[config.mk]
export PLATFORM = sky130hd
export DESIGN_NAME = des_round_ctrl
export DESIGN_NICKNAME = d
export VERILOG_FILES = /design/src/rtl/des_pkg.sv /design/src/rtl/des_shift_sched.sv /design/src/rtl/des_round_ctrl.sv
export SDC_FILE = /design/constraint.sdc
export NUM_CORES = 1
export LEC_CHECK = 0
export BUFFER_PORTS_ARGS = -buffer_cell sky130_fd_sc_hd__buf_4
export CAP_MARGIN = 20
export CORE_MARGIN = 3
export CORE_UTILIZATION = 30
export CTS_BUF_LIST = sky130_fd_sc_hd__clkbuf_16
export DETAILED_ROUTE_END_ITERATION = 10
export RECOVER_POWER = 100
export SYNTH_ARGS = -nofsm -noshare
export SYNTH_HDL_FRONTEND = slang
export SYNTH_SLANG_ARGS = --single-unit
[constraint.sdc]
create_clock -name clk -period 1.7 [get_ports clk]
set_input_delay 0 -clock clk [delete_from_list [all_inputs] [get_ports clk]]
set_output_delay 0 -clock clk [all_outputs]
set_load 0.02 [all_outputs]
[src/rtl/des_pkg.sv]
// Shared DES sequencing definitions.
// Holds the round-controller state type, the per-round C/D rotation tables
// for encrypt (rotate left) and decrypt (rotate right), and the index of the
// last round. The datapath and the bench import the same tables.
package des_pkg;

    typedef enum logic [2:0] {
        ST_IDLE  = 3'd0,
        ST_LOAD  = 3'd1,
        ST_ROUND = 3'd2,
        ST_FINAL = 3'd3,
        ST_HOLD  = 3'd4
    } des_state_e;

    localparam logic [3:0] ROUND_LAST = 4'd15;

    // Encrypt: left rotations before each subkey, total 28 over 16 rounds.
    localparam logic [1:0] ENC_SHIFT [16] = '{
        2'd1, 2'd1, 2'd2, 2'd2, 2'd2, 2'd2, 2'd2, 2'd2,
        2'd1, 2'd2, 2'd2, 2'd2, 2'd2, 2'd2, 2'd2, 2'd1
    };

    // Decrypt: right rotations. Round 0 uses K16, which equals the
    // freshly loaded C/D (left rotation totals 28), so no shift is needed.
    localparam logic [1:0] DEC_SHIFT [16] = '{
        2'd0, 2'd1, 2'd2, 2'd2, 2'd2, 2'd2, 2'd2, 2'd2,
        2'd1, 2'd2, 2'd2, 2'd2, 2'd2, 2'd2, 2'd2, 2'd1
    };

endpackage

[src/rtl/des_shift_sched.sv]
// Key-schedule rotation lookup.
// Ports:
//   round_i      current round index 0..15
//   decrypt_i    latched mode (0 = encrypt, 1 = decrypt)
//   shift_amt_o  C/D rotation amount for this round
//   shift_dir_o  rotation direction (0 = left, 1 = right)
module des_shift_sched
    import des_pkg::*;
(
    input  logic [3:0] round_i,
    input  logic       decrypt_i,
    output logic [1:0] shift_amt_o,
    output logic       shift_dir_o
);

    assign shift_amt_o = decrypt_i ? DEC_SHIFT[round_i] : ENC_SHIFT[round_i];
    assign shift_dir_o = decrypt_i;

endmodule

[src/rtl/des_round_ctrl.sv]
// Iterative DES round sequencer.
// Accepts one block over in_valid/in_ready, then steps the shared datapath
// through load, 16 rounds and final-permutation capture, and holds the
// result until out_ready. Owns no data bits.
// Ports:
//   clk, rst_n        clock and synchronous active-low reset
//   in_valid/in_ready host request handshake (in_ready only in IDLE)
//   in_decrypt        mode, sampled on the accept edge only
//   dp_load           load IP(data) into L/R and PC1(key) into C/D
//   dp_round_en       perform one round; dp_round is its index
//   dp_shift_amt/dir  C/D rotation for this round (0 outside ROUND)
//   dp_capture        capture final_perm(R16||L16)
//   out_valid/ready   result handshake
//   busy              any state other than IDLE
//
// state | meaning
// IDLE  | waiting for a block, in_ready high
// LOAD  | one cycle of dp_load, round counter cleared
// ROUND | one Feistel round per cycle, counter 0..15
// FINAL | one cycle of dp_capture
// HOLD  | out_valid high until out_ready
module des_round_ctrl
    import des_pkg::*;
#(
    parameter int ROUNDS = 16  // only 16 is meaningful for the DES shift schedule
) (
    input  logic       clk,
    input  logic       rst_n,
    input  logic       in_valid,
    output logic       in_ready,
    input  logic       in_decrypt,
    output logic       dp_load,
    output logic       dp_round_en,
    output logic [3:0] dp_round,
    output logic [1:0] dp_shift_amt,
    output logic       dp_shift_dir,
    output logic       dp_capture,
    output logic       out_valid,
    input  logic       out_ready,
    output logic       busy
);

    localparam logic [3:0] CNT_LAST = 4'(ROUNDS - 1);

    des_state_e state_q, state_d;
    logic [3:0] cnt_q, cnt_d;
    logic       mode_q, mode_d;

    logic [1:0] sched_amt;
    logic       sched_dir;
    logic       in_round;

    always_ff @(posedge clk) begin
        if (!rst_n) begin
            state_q <= ST_IDLE;
            cnt_q   <= 4'd0;
            mode_q  <= 1'b0;
        end else begin
            state_q <= state_d;
            cnt_q   <= cnt_d;
            mode_q  <= mode_d;
        end
    end

    always_comb begin
        state_d = state_q;
        cnt_d   = cnt_q;
        mode_d  = mode_q;
        case (state_q)
            ST_IDLE: begin
                if (in_valid) begin
                    mode_d  = in_decrypt;
                    state_d = ST_LOAD;
                end
            end
            ST_LOAD: begin
                cnt_d   = 4'd0;
                state_d = ST_ROUND;
            end
            ST_ROUND: begin
                if (cnt_q == CNT_LAST) begin
                    state_d = ST_FINAL;
                end else begin
                    cnt_d = cnt_q + 4'd1;
                end
            end
            ST_FINAL: begin
                state_d = ST_HOLD;
            end
            ST_HOLD: begin
                if (out_ready) begin
                    state_d = ST_IDLE;
                end
            end
            default: begin
                state_d = ST_IDLE;
            end
        endcase
    end

    des_shift_sched u_shift_sched (
        .round_i     (cnt_q),
        .decrypt_i   (mode_q),
        .shift_amt_o (sched_amt),
        .shift_dir_o (sched_dir)
    );

    // All outputs decode the registered state; nothing depends on inputs.
    assign in_round     = (state_q == ST_ROUND);
    assign in_ready     = (state_q == ST_IDLE);
    assign busy         = (state_q != ST_IDLE);
    assign dp_load      = (state_q == ST_LOAD);
    assign dp_round_en  = in_round;
    assign dp_round     = in_round ? cnt_q : 4'd0;
    assign dp_shift_amt = in_round ? sched_amt : 2'd0;
    assign dp_shift_dir = in_round & sched_dir;
    assign dp_capture   = (state_q == ST_FINAL);
    assign out_valid    = (state_q == ST_HOLD);

endmodule

# Word-level counts from Yosys, hierarchy flattened

Memories as Yosys holds them, arrays and structs flattened.
Index checks and enable logic that the tools add are counted.

Output and inout port bits: 13
Memories: 2
Logic and storage cells: 37
Memory bits (read-only): 64
Register bits: 8
Input bits: 5

Memories:

| name            | depth | bits a word | rd ports | clocked after Yosys merged registers in | wr ports | RTL line              | RTL |
|---|---|---|---|---|---|---|---|
| (no name shown) | 16    | 2           | 1        | 0                                       | 0        | des_shift_sched.sv:16 | `assign shift_amt_o = decrypt_i ? DEC_SHIFT[round_i] : ENC_SHIFT[round_i];` |
| (no name shown) | 16    | 2           | 1        | 0                                       | 0        | des_shift_sched.sv:16 |  |

Bitwise gates (word level): 2
Magnitude comparators: 1
Mux-type cells: 13
Add/subtract/negate cells: 1
Reduce and logical (&&, ||, !) cells: 6
Equality and inequality tests: 9

Operator list:

| cell                                                   | number |
|---|---|
| one-hot mux 3 bit (5 select lines)                     | 1 |
| 2-to-1 mux 2 bit                                       | 6 |
| 2-to-1 mux 3 bit                                       | 3 |
| 2-to-1 mux 4 bit                                       | 2 |
| one-hot mux 4 bit (2 select lines)                     | 1 |
| equality test 3 x 2 -> 1 bit (second input constant)   | 2 |
| >= comparator 5 bit (second input constant)            | 1 |
| inverter 4 -> 5 bit                                    | 1 |
| adder 4 x 1 -> 4 bit (second input constant)           | 1 |
| equality test 4 bit (second input constant)            | 1 |
| inequality test 2 x 1 -> 1 bit (second input constant) | 2 |
| inequality test 2 bit (second input constant)          | 2 |
| AND reduction 2 bit                                    | 2 |
| equality test 3 x 1 -> 1 bit (second input constant)   | 1 |
| equality test 3 bit (second input constant)            | 1 |
| logical NOT 3 bit                                      | 1 |
| AND reduction 3 bit                                    | 1 |
| nonzero test 3 bit                                     | 1 |
| nonzero test 2 bit                                     | 1 |
| bitwise AND 1 bit                                      | 1 |

# Depth between registers and ports, before layout

Gate-level depths: netlist (run 1).

Word-level depth: 6
Mapped depth: 6
Depth with buffers taken out: 5

# Modules after synthesis

A second synthesis (run 1) with hierarchy kept.

Cell total of the unflattened synthesis: 67
Area total of the unflattened synthesis: 514.2 µm²

Modules (own cells, without submodules):

| module          | cells an instance | sequential area each (µm²) | area an instance (µm²) | instances |
|---|---|---|---|---|
| des_round_ctrl  | 57                | 160.2                      | 459.2                  | 1 |
| des_shift_sched | 10                | 0.0                        | 55.1                   | 1 |

# Least setup slack after synthesis (run 1)

No wires, ideal clock.

Path type: reg2reg
Start: register state_q[1]
End: register mode_q
Setup time: 115 ps
Slack: 176 ps
Stages on the path, launching flop included: 5
Data required time: 1585 ps
Period minus slack after synthesis: 1524 ps
Path buffers: 1
Arrival time: 1409 ps
Cell sequence: dfxtp_1 -> buf_4 -> nor3_1 -> a21boi_0 -> o21a_1

Longest elaborated chain between the ends: 2

Ends and longest elaborated chain:

| what                          | RTL line             | RTL |
|---|---|---|
| start: declaration            | des_round_ctrl.sv:45 | `des_state_e state_q, state_d;` |
| start signal: assignment      | des_round_ctrl.sv:59 | `state_q <= state_d;` |
| logical NOT 3 bit             | n/a                  |  |
| net in_ready                  | des_round_ctrl.sv:30 | `output logic in_ready,` |
| AND reduction 2 bit (no line) | n/a                  |  |
| end signal: assignment        | des_round_ctrl.sv:61 | `mode_q <= mode_d;` |
| end: declaration              | des_round_ctrl.sv:47 | `logic mode_q, mode_d;` |

The timed path passes the listed nets, and every way through them passes these cells.
A chain may end at the register's enable or synchronous reset.

# Final worst setup path (run 1)

Start: register state_q[0]
End: output port dp_round[3]

Longest elaborated chain between the ends: 2

Ends and longest elaborated chain:

| what                         | RTL line              | RTL |
|---|---|---|
| equality test 3 x 2 -> 1 bit | des_round_ctrl.sv:109 | `assign in_round = (state_q == ST_ROUND);` |
| 2-to-1 mux 4 bit             | des_round_ctrl.sv:114 | `assign dp_round = in_round ? cnt_q : 4'd0;` |
| end: declaration             | des_round_ctrl.sv:34  | `output logic [3:0] dp_round,` |

Every way passes these cells.

==> flow_metrics.tcl, run 1 <==
set metrics [dict create \
    floorplan.core_area_um2 1630 \
    groute.usage.overall_pct 10.6 \
    yosys.cell_count.top_type "sky130_fd_sc_hd__dfxtp_1" \
    syn2layout_area_growth_pct 29.5 \
    place.port_buffers 17 \
    ys_top_cells_by_area "sky130_fd_sc_hd__dfxtp_1 (29%), sky130_fd_sc_hd__ha_1 (6.8%), sky130_fd_sc_hd__o21a_1 (5.4%)" \
    first_global_vias 462 \
    cts_hold_repair.buffers 0 \
    cell_depth_of_the_worst_flop_to_flop_path 3 \
    crit-reg2reg-capture "cnt_q[2]$_SDFFE_PN0P_" \
    post_cts_resized 0 \
    die_width_um 49.0 \
    fillCellCount 168 \
    setup_violations 0 \
    die_height_um 49.0 \
    post_synth.cell_area_avg_um2 8.05 \
    multi_input_area_um2 330 \
    crit_path_end_kind "output pin" \
    finalWirelength_mm 1.14 \
    synth.net_count 77 \
    setup-tns-final_ns 0 \
    post-route-min-period_ns 1.60 \
    dr_total_vias 514 \
    diodes 0 \
    ioPinCount 18 \
    max_freq_ghz 0.626 \
    postSynthCellCount 69 \
    grt_pass1_wl_mm 1.93 \
    drt_pre_antenna_iters 4 \
    post_synth_most_frequent_cells "sky130_fd_sc_hd__dfxtp_1 (8), sky130_fd_sc_hd__inv_1 (7), sky130_fd_sc_hd__nor2_1 (5)" \
    asyncSetResetFlopFracSynth_pct 0 \
    h_tree_level_count 1 \
    drive_above_1_share_pct 20.2 \
    fin_crit_sh_pct 94.0 \
    synth_top_area_share_pct 28.8 \
    route.detailed.drc 0 \
    hold_path_startpoint "rst_n" \
    seqCellArea_um2 161 \
    synth.largest_area_cell "sky130_fd_sc_hd__dfxtp_1" \
    run_status "finished, final reports clean" \
    drt.antenna.violating_nets 0 \
    numCtsBuffers 3 \
    rr_startpoint "state_q[0]$_SDFFE_PN0P_" \
    clock_tree_from_tritoncts "built" \
    sinks_on_the_clock_net 8 \
    post_synth_xor_area_fraction_pct 3.15 \
    syn_area_um2 556 \
    clock_tree.root_cell "sky130_fd_sc_hd__clkbuf_16" \
    synth-seq-cells 8 \
    detailed_place.area_um2 674 \
    worst_ep_arrival_time_ns 1.60 \
    maxCapViolations 0 \
    grt_start_max_net_pins 11 \
    number_of_hold_violations_in_the_final_report 0 \
    setup.worst_path.start_class "flop" \
    startpoint_of_the_worst_setup_timing_path "state_q[0]$_SDFFE_PN0P_" \
    worstHoldPathType "in2reg" \
    slew-limit-headroom_pct 77.0 \
    detail_route.vias_per_cell 4.76 \
    timing.critical_path.required_ns 1.70 \
    synth_compound_gate_area_share_pct 20.5 \
    post_drt_wl_per_cell_um 10.6 \
    main_combinational_cell_family_by_area_after_synthesis "simple AND/OR/NAND/NOR gates" \
    fin_nets 94 \
    worst_setup_path_endpoint "dp_round[3]" \
    cpPeakStageDelay_ns 0.50 \
    drt-initial-drc-count 25 \
    antenna_violations_before_repair 0 \
    path_cells "or3b_1 > inv_1 > and2_1 > buf_2" \
    critical-path-slowest-cell "sky130_fd_sc_hd__or3b_1" \
    clock_network_latency_to_the_later_pin_of_the_worst_skew_pair_ns 0.23 \
    die_area_um2 2400 \
    fp-row-count 14 \
    netlist-cell-type-count 34 \
    timing.final.max_slew_violations 0 \
    final_area_um2 719 \
    yosys_warnings 0 \
    post_synth_mux_area_share_pct 1.80 \
    ys_flop_type "sky130_fd_sc_hd__dfxtp_1" \
    p_leak_nw 0.311 \
    gp_routability_congestion 0.802 \
    synth_simple_gate_area_share_pct 27.3 \
    rsz_0062_raised_after_global_routing "no" \
    seq_area_frac_synth_pct 28.8 \
    setup.reg_to_reg.worst_slack_ns 0.28 \
    yosys.area_share.adder_pct 6.76 \
    cts-root-to-sink-buffers 2 \
    clk_transition_reported_paths_ns 0.03 \
    fin_skew_ns 0.00102 \
    power_density_of_the_placed_cells_nw_per_um2 1010 \
    dp_hpwl_um 888 \
    critPathKind "reg2out" \
    synth-edff-count 0 \
    cts_post_setup_buffers_inserted 0 \
    worst_slew_pin_slew_ns 0.343 \
    max_fo_critical_path 8 \
    worst_ir_drop_vdd_mv 0.768 \
    start_util_pct 34.1 \
    global_route.overflow_total 0 \
]
[cell families after synthesis]
group | after synthesis
AOI/OAI and AO/OA | 16
xor gates and xnor gates | 2
adders and majority gates | 3
buffers and inverters | 12
DFF | 8
muxes | 1
and+or+nand+nor | 27
[routing by layer]
metal | wire length (um) | track usage [%] | vias to the layer above | share of wire [%]
li1 | - | - | 264 | -
met1 | 513 | 12.3 | 228 | 45
met2 | 514 | 16.1 | 17 | 45
met3 | 85 | 4.89 | 5 | 7.4
met4 | 30 | 5.69 | 0 | 2.6
met5 | 0 | 0 | - | 0
[report_power, final]
part / switching (mW) / leakage [nW] / internal (mW)
combinational: 0.0658 / 0.208 / 0.0485
sequential: 0.0195 / 0.0656 / 0.201
clock: 0.0872 / 0.0370 / 0.303
[critical path: cells and delay by family (launching register included)]
| kind | cells | cell delay [ns] |
|---|---|---|
| simple gates | 2 | 0.64 |
| flops | 1 | 0.36 |
| buf+inv | 2 | 0.36 |
[placed cells by master, fill, tap and decap left out]
| cell type | n |
|---|---|
| sky130_fd_sc_hd__nor3_1 | 2 |
| sky130_fd_sc_hd__clkbuf_1 | 7 |
| sky130_fd_sc_hd__xnor2_1 | 1 |
| sky130_fd_sc_hd__a221oi_1 | 1 |
| sky130_fd_sc_hd__nor3b_1 | 1 |
| sky130_fd_sc_hd__o21a_1 | 4 |
| sky130_fd_sc_hd__buf_4 | 8 |
| sky130_fd_sc_hd__nand2_1 | 2 |
| sky130_fd_sc_hd__clkbuf_16 | 3 |
| sky130_fd_sc_hd__inv_1 | 7 |
| sky130_fd_sc_hd__dfxtp_2 | 1 |
| sky130_fd_sc_hd__and3_1 | 2 |
| sky130_fd_sc_hd__nor2_1 | 5 |
| sky130_fd_sc_hd__or3_1 | 1 |
| sky130_fd_sc_hd__or3b_1 | 1 |
| sky130_fd_sc_hd__nand3_1 | 4 |
| sky130_fd_sc_hd__a211oi_1 | 1 |
| sky130_fd_sc_hd__and2_1 | 3 |
| sky130_fd_sc_hd__o311ai_0 | 1 |
| sky130_fd_sc_hd__o31a_1 | 1 |
| sky130_fd_sc_hd__nand2b_1 | 1 |
| sky130_fd_sc_hd__a21boi_0 | 1 |
| sky130_fd_sc_hd__and2_2 | 1 |
| sky130_fd_sc_hd__nor2b_1 | 2 |
| sky130_fd_sc_hd__xor2_1 | 1 |
| sky130_fd_sc_hd__o21bai_1 | 1 |
| sky130_fd_sc_hd__buf_2 | 1 |
| sky130_fd_sc_hd__ha_1 | 3 |
| sky130_fd_sc_hd__mux2i_1 | 1 |
| sky130_fd_sc_hd__o21ai_0 | 1 |
| sky130_fd_sc_hd__a21oi_1 | 3 |
| sky130_fd_sc_hd__o211ai_1 | 2 |
| sky130_fd_sc_hd__clkbuf_2 | 1 |
| sky130_fd_sc_hd__or3b_2 | 1 |
| sky130_fd_sc_hd__or2_2 | 1 |
| sky130_fd_sc_hd__dfxtp_1 | 7 |
[how the worst min path moves through the flow]
stage                               to  cells after the start
3_3_place_gp   state_q[2]$_SDFFE_PN0P_                      2
3_5_place_dp   state_q[2]$_SDFFE_PN0P_                      2
6_report       state_q[2]$_SDFFE_PN0P_                      2
5_1_grt        state_q[2]$_SDFFE_PN0P_                      2
2_1_floorplan  state_q[2]$_SDFFE_PN0P_                      1
4_1_cts        state_q[2]$_SDFFE_PN0P_                      2
[flip-flops by register name, indices dropped and copies added, names as in the netlist]
register,count
state_q,3
cnt_q,4
mode_q,1
[final cells by class]
cell class	instances	area share (%)
inverters	7	3.65
flip-flops and latches	8	22.4
clock buffers	3	10.4
repair buffers	17	13.4
well taps	24	4.17
multi-input cells	49	45.9
[through the flow]
stage          hold WS (ns)  power (mW)  setup WS, ns  instances  utilization [%]
6_report            0.00244       0.725         0.102        108             44.2
3_5_place_dp          0.244       0.349         0.233        105             41.4
2_1_floorplan         0.118       0.315         0.176         69                -
4_1_cts             0.00477       0.745        0.0451        108             46.0
5_1_grt              0.0136       0.760        0.0106        108             44.2
3_3_place_gp          0.237       0.349         0.268        105             41.4
No activity file was read; power rests on OpenSTA's default activity.
==> run 2: changes to the inputs <==
--- a/config.mk
+++ b/config.mk
@@ -11,7 +11,6 @@
 export CORE_UTILIZATION = 30
 export CTS_BUF_LIST = sky130_fd_sc_hd__clkbuf_16
 export DETAILED_ROUTE_END_ITERATION = 10
-export RECOVER_POWER = 100
 export SYNTH_ARGS = -nofsm -noshare
 export SYNTH_HDL_FRONTEND = slang
 export SYNTH_SLANG_ARGS = --single-unit
==> run 2 against run 1 <==
Worst setup slack better by 0.0053 ns. Critical endpoint is now dp_shift_amt[0]. Non-clock buffer count is the same. First-iteration DRC count down 12%. Combinational power rose by 11%. Sequential share of layout area decreased by 0.93 points. Register-to-register slack about the same. Via count up 0.39%. Power grew 1.6%. Core utilization rose by 1.9 points. Clock skew hardly changed. Sequential power about the same. Maximum frequency up 0.33%.
==> flow_metrics.tcl, run 2 (synthesis gave the netlist of run 1 again) <==
set metrics [dict create \
    run_status "finished, final reports clean" \
    drive_above_1_share_pct 28.6 \
    gp_routability_congestion 0.802 \
    max_freq_ghz 0.628 \
    ioPinCount 18 \
    grt_start_max_net_pins 11 \
    numCtsBuffers 3 \
    p_total_mw 0.736 \
    die_height_um 49.0 \
    layout_setup_ws_ns 0.107 \
    post-route-min-period_ns 1.59 \
    grt_pass1_wl_mm 1.93 \
    setup.worst_path.start_class "flop" \
    finalWirelength_mm 1.14 \
    timing.critical_path.required_ns 1.70 \
    use_met2_pct 16.1 \
    p_leak_nw 0.340 \
    clock_network_latency_to_the_later_pin_of_the_worst_skew_pair_ns 0.23 \
    reg_top3 "cnt_q (4), state_q (3), mode_q (1)" \
    groute.usage.overall_pct 10.6 \
    start_util_pct 34.1 \
    setup_violations 0 \
    max_fo_critical_path 8 \
    hold_path_startpoint "rst_n" \
    p_switching_mw 0.173 \
    max_reg_flops 4 \
    sinks_on_the_clock_net 8 \
    global_route.peak_usage_layer "met2" \
    die_width_um 49.0 \
    fin_crit_sh_pct 93.7 \
    crit_path_end_kind "output pin" \
    rr_startpoint "state_q[0]$_SDFFE_PN0P_" \
    route.detailed.drc 0 \
    numPlacedInstances 105 \
    max_flop_register "cnt_q" \
    maxCapViolations 0 \
    timing.final.max_slew_violations 0 \
    fin_skew_ns 0.00104 \
    cts-root-to-sink-buffers 2 \
    worst_slew_pin_slew_ns 0.348 \
    critPathKind "reg2out" \
    rsz_0062_raised_after_global_routing "no" \
    drt_pre_antenna_iters 4 \
    first_global_vias 462 \
    worst_ep_arrival_time_ns 1.59 \
    post_drt_wl_per_cell_um 10.6 \
    internal_power_mw 0.563 \
    post-route-util_pct 46.1 \
    fin_nets 94 \
    cell_depth_of_the_worst_flop_to_flop_path 3 \
    detailed_place.area_um2 674 \
    final_area_um2 751 \
    setup.reg_to_reg.worst_slack_ns 0.29 \
    clock_tree.root_cell "sky130_fd_sc_hd__clkbuf_16" \
    worstHoldPathType "in2reg" \
    die_area_um2 2400 \
    timing.hold.ws_ns 0.00245 \
    hold_path_end "state_q[2]$_SDFFE_PN0P_" \
    slew-limit-headroom_pct 76.6 \
    seq_power_share_pct 30.0 \
    h_tree_level_count 1 \
    clk_transition_reported_paths_ns 0.04 \
    diodes 0 \
    setup-tns-final_ns 0 \
    dr_total_vias 516 \
    dp_slack_ns 0.233 \
    layout.cells.most_common_list "sky130_fd_sc_hd__buf_4 (17), sky130_fd_sc_hd__inv_1 (7), sky130_fd_sc_hd__dfxtp_1 (7)" \
    multi_input_area_um2 330 \
    p_clk_share_pct 53.0 \
    mostFrequentLayoutCell "sky130_fd_sc_hd__buf_4" \
    fillCellCount 156 \
    number_of_hold_violations_in_the_final_report 0 \
    dp_hpwl_um 888 \
    power_density_of_the_placed_cells_nw_per_um2 981 \
    place.port_buffers 17 \
    drt.antenna.violating_nets 0 \
    drt-initial-drc-count 22 \
    global_route.overflow_total 0 \
    clock_tree_from_tritoncts "built" \
    detail_route.vias_per_cell 4.78 \
    hold-path-cell-count 2 \
    fp-row-count 14 \
    floorplan.core_area_um2 1630 \
    grt_util_met3_pct 4.89 \
    seqCellArea_um2 161 \
    crit-reg2reg-capture "cnt_q[2]$_SDFFE_PN0P_" \
    power_frac_comb_pct 17.1 \
    grt_use_met1_pct 12.3 \
    syn2layout_area_growth_pct 35.1 \
    power_switching_share_pct 23.5 \
    final_cell_count_no_fill 108 \
    worst_ir_drop_vdd_mv 0.771 \
    antenna_violations_before_repair 0 \
]
## run 2: how the worst max path moves through the flow
stage	slack, ns	depth (start not counted)	end	from
global placement	0.27	3	cnt_q[2]$_SDFFE_PN0P_	state_q[1]$_SDFFE_PN0P_
CTS	0.05	4	dp_shift_amt[0]	state_q[1]$_SDFFE_PN0P_
floorplan	0.18	4	mode_q$_SDFFE_PN0P_	state_q[1]$_SDFFE_PN0P_
detailed placement	0.23	3	cnt_q[2]$_SDFFE_PN0P_	state_q[1]$_SDFFE_PN0P_
finish	0.11	4	dp_shift_amt[0]	state_q[0]$_SDFFE_PN0P_
global route	0.01	4	dp_shift_amt[0]	state_q[0]$_SDFFE_PN0P_
## run 2: power by group through the flow
stage | combinational [mW] | sequential [mW] | clock, mW
floorplan | 0.106 | 0.209 | 0
global placement | 0.126 | 0.223 | 0
detailed placement | 0.126 | 0.223 | 0
CTS | 0.127 | 0.220 | 0.398
global route | 0.139 | 0.224 | 0.408
finish | 0.126 | 0.221 | 0.390
## run 2: routing by layer
| layer | part of all wire, % | vias up |
|---|---|---|
| li1 | - | 264 |
| met1 | 44 | 231 |
| met2 | 47 | 18 |
| met3 | 7.5 | 3 |
| met4 | 1.8 | 0 |
| met5 | 0 | - |
## run 2: final cells by class
class	instances	share of cell area (%)
clock buffer	3	10.0
inverter	7	3.50
tap	24	4.00
timing repair buffer	17	17.0
multi-input combinational	49	44.0
sequential	8	21.5
## run 2: worst max-delay path, stage by stage, from the launching register on
cell	delay, ns
sky130_fd_sc_hd__dfxtp_1	0.36
sky130_fd_sc_hd__or3b_1	0.50
sky130_fd_sc_hd__inv_1	0.21
sky130_fd_sc_hd__o31a_1	0.16
sky130_fd_sc_hd__buf_4	0.13
## run 2: repair_timing
| action | CTS | global route |
|---|---|---|
| endpoints found under the setup margin | 0 | 5 |
| gates resized for setup | 0 | 1 |
| setup buffers | 0 | 0 |
| hold buffers | 0 | 0 |
==> run 3: changes to the inputs <==
--- a/config.mk
+++ b/config.mk
@@ -5,12 +5,13 @@
 export SDC_FILE = /design/constraint.sdc
 export NUM_CORES = 1
 export LEC_CHECK = 0
-export BUFFER_PORTS_ARGS = -buffer_cell sky130_fd_sc_hd__buf_4
 export CAP_MARGIN = 20
 export CORE_MARGIN = 3
 export CORE_UTILIZATION = 30
 export CTS_BUF_LIST = sky130_fd_sc_hd__clkbuf_16
 export DETAILED_ROUTE_END_ITERATION = 10
+export DONT_BUFFER_PORTS = 1
 export SYNTH_ARGS = -nofsm -noshare
 export SYNTH_HDL_FRONTEND = slang
+export SYNTH_HIERARCHICAL = 1
 export SYNTH_SLANG_ARGS = --single-unit
==> run 3 against run 2 <==
Core utilization shrank 3.6 points. Cell count shrank 17%. Sequential power is essentially flat. Final area shrank 12%. Register-to-register slack lost 0.21 ns. Clock-buffer cell count is the same. Synthesized area shrank 7.4%. Critical path depth grew 1. Largest cell class unchanged. Largest power group unchanged.
==> flow_metrics.tcl, run 3 <==
set metrics [dict create \
    cpLargestDelayFamily "buffers and inverters" \
    hold_path_startpoint "in_decrypt" \
    fin_skew_ns 0.00202 \
    timing.final.max_slew_violations 0 \
    setup_violations 0 \
    diodes 0 \
    rr_startpoint "state_q[0]$_SDFFE_PN0P_" \
    dp_slack_ns 0.240 \
    drt-initial-drc-count 8 \
    hold_path_end "mode_q$_SDFFE_PN0P_" \
    max_freq_ghz 0.619 \
    number_of_hold_violations_in_the_final_report 0 \
    p_total_mw 0.789 \
    detail_route.vias_per_cell 5.56 \
    synth.largest_area_cell "sky130_fd_sc_hd__dfxtp_1" \
    place.port_buffers 0 \
    post_synth_most_frequent_cells "sky130_fd_sc_hd__dfxtp_1 (8), sky130_fd_sc_hd__and2_1 (7), sky130_fd_sc_hd__inv_1 (7)" \
    critPathKind "reg2reg" \
    die_width_um 47.4 \
    worst_ir_drop_vdd_mv 0.556 \
    ioPinCount 18 \
    crit-reg2reg-capture "state_q[2]$_SDFFE_PN0P_" \
    cpPeakStageDelay_ns 0.54 \
    hold-path-cell-count 2 \
    reg_top3 "cnt_q (4), state_q (3), mode_q (1)" \
    fp-row-count 14 \
    seq_area_frac_synth_pct 31.1 \
    fin_nets 82 \
    clock_tree_from_tritoncts "built" \
    postSynthCellCount 67 \
    sinks_on_the_clock_net 8 \
    worst_slew_pin_slew_ns 0.359 \
    drive_above_1_share_pct 18.9 \
    synth-edff-count 0 \
    first_global_vias 423 \
    timing.critical_path.required_ns 1.82 \
    p_clk_share_pct 50.1 \
    ys_flop_type "sky130_fd_sc_hd__dfxtp_1" \
    die_height_um 47.4 \
    dr_total_vias 500 \
    netlist-cell-type-count 32 \
    asyncSetResetFlopFracSynth_pct 0 \
    route.detailed.drc 0 \
    yosys.cell_count.top_type "sky130_fd_sc_hd__dfxtp_1" \
    final_area_um2 662 \
    antenna_violations_before_repair 0 \
    synth_top_area_share_pct 31.1 \
    cp.buffers_inverters 2 \
    yosys_warnings 6 \
    global_route.overflow_total 0 \
    grt_start_max_net_pins 13 \
    clock_tree.root_cell "sky130_fd_sc_hd__clkbuf_16" \
    fin_crit_sh_pct 95.1 \
    crit_path_end_kind "flop" \
    critical-path-slowest-cell "sky130_fd_sc_hd__dlygate4sd3_1" \
    detailed_place.area_um2 548 \
    drt_pre_antenna_iters 4 \
    drt.antenna.violating_nets 0 \
    path_cells "nor3b_2 > buf_4 > nor2b_1 > o21a_1 > dlygate4sd3_1" \
    syn_area_um2 514 \
    seq_power_share_pct 28.3 \
    maxCapViolations 0 \
    clock_network_latency_to_the_later_pin_of_the_worst_skew_pair_ns 0.23 \
    floorplan.core_area_um2 1560 \
    clk_transition_reported_paths_ns 0.04 \
    worstHoldPathType "in2reg" \
    ys_top_cells_by_area "sky130_fd_sc_hd__dfxtp_1 (31%), sky130_fd_sc_hd__and2_1 (8.5%), sky130_fd_sc_hd__inv_1 (5.1%)" \
    mostFrequentLayoutCell "sky130_fd_sc_hd__dfxtp_1" \
    groute.usage.overall_pct 11.6 \
    die_area_um2 2250 \
    max_reg_flops 4 \
    h_tree_level_count 1 \
    internal_power_mw 0.574 \
    post_drt_wl_per_cell_um 12.6 \
    power_frac_comb_pct 21.6 \
    rsz_0062_raised_after_global_routing "no" \
    p_leak_nw 0.278 \
    cts-root-to-sink-buffers 2 \
    gp_routability_congestion 0.748 \
    dp_hpwl_um 797 \
    syn2layout_area_growth_pct 28.7 \
    p_switching_mw 0.215 \
    layout_setup_ws_ns 0.0841 \
    power_density_of_the_placed_cells_nw_per_um2 1190 \
    setup.worst_path.start_class "flop" \
    post-route-min-period_ns 1.62 \
    setup.reg_to_reg.worst_slack_ns 0.08 \
    synth.net_count 73 \
    grt_pass1_wl_mm 1.75 \
    max_fo_critical_path 7 \
    critical_path_cell_count 5 \
    cts_post_setup_buffers_inserted 0 \
    synth-seq-cells 8 \
    slew-limit-headroom_pct 75.5 \
    start_util_pct 33.0 \
    post_synth.cell_area_avg_um2 7.68 \
    numCtsBuffers 3 \
    run_status "finished, final reports clean" \
    worst_ep_arrival_time_ns 1.73 \
    layout.cells.most_common_list "sky130_fd_sc_hd__dfxtp_1 (8), sky130_fd_sc_hd__and2_1 (7), sky130_fd_sc_hd__inv_1 (6), sky130_fd_sc_hd__nand2_1 (6)" \
    max_flop_register "cnt_q" \
    finalWirelength_mm 1.13 \
    timing.hold.ws_ns 0.0324 \
    cell_depth_of_the_worst_flop_to_flop_path 5 \
    power_switching_share_pct 27.3 \
    setup-tns-final_ns 0 \
]
## run 3: cell type report
class | instances | area (um2)
Fill cell | 162 | 897
Timing Repair Buffer | 7 | 60.1
Tap cell | 16 | 20.0
Sequential cell | 8 | 160
Clock buffer | 3 | 75.1
Multi-Input combinational cell | 49 | 317
Inverter | 7 | 30.0
## run 3: kinds of logic after synthesis
logic type	Yosys count	synth area share, %
AOI/OAI and AO/OA	15	19.0
xor gates and xnor gates	2	3.41
DFF	8	31.1
adders and majority gates	1	2.43
and+or+nand+nor	31	35.8
buffers and inverters	10	8.27
## run 3: per-stage QoR
stage / instances / util [%]
3_3_place_gp: 84 / 35.2
4_1_cts: 90 / 41.9
2_1_floorplan: 67 / -
5_1_grt: 90 / 42.5
6_report: 90 / 42.5
3_5_place_dp: 84 / 35.2
## run 3: power groups by stage
stage,sequential [mW],combinational [mW],clock [mW]
after floorplan,0.225,0.124,0
after global placement,0.224,0.158,0
after detailed placement,0.225,0.160,0
after CTS,0.222,0.168,0.402
after global routing,0.226,0.187,0.411
final,0.224,0.170,0.395
## run 3: worst max path at each step
stage	endpoint	slack, ns	from
after detailed placement	cnt_q[3]$_SDFFE_PN0P_	0.24	state_q[1]$_SDFFE_PN0P_
after floorplan	mode_q$_SDFFE_PN0P_	0.22	state_q[1]$_SDFFE_PN0P_
after global routing	state_q[2]$_SDFFE_PN0P_	0.007	state_q[0]$_SDFFE_PN0P_
after CTS	dp_round[1]	0.08	state_q[1]$_SDFFE_PN0P_
final	state_q[2]$_SDFFE_PN0P_	0.08	state_q[0]$_SDFFE_PN0P_
after global placement	cnt_q[3]$_SDFFE_PN0P_	0.26	state_q[1]$_SDFFE_PN0P_
## run 3: layer usage
layer	vias to the layer above	GRT usage, %	share of wire, %
met5	-	0	0
met2	27	18.4	45
li1	246	-	-
met4	0	11.6	3.4
met1	223	12.6	42
met3	4	1.92	9.2
## run 3: timing repair
| item | 4_1_cts | 5_1_grt |
|---|---|---|
| resized for setup | 0 | 2 |
| endpoints found under the setup margin | 0 | 2 |
| hold buffers | 3 | 0 |
| endpoints found under the hold margin | 8 | 0 |
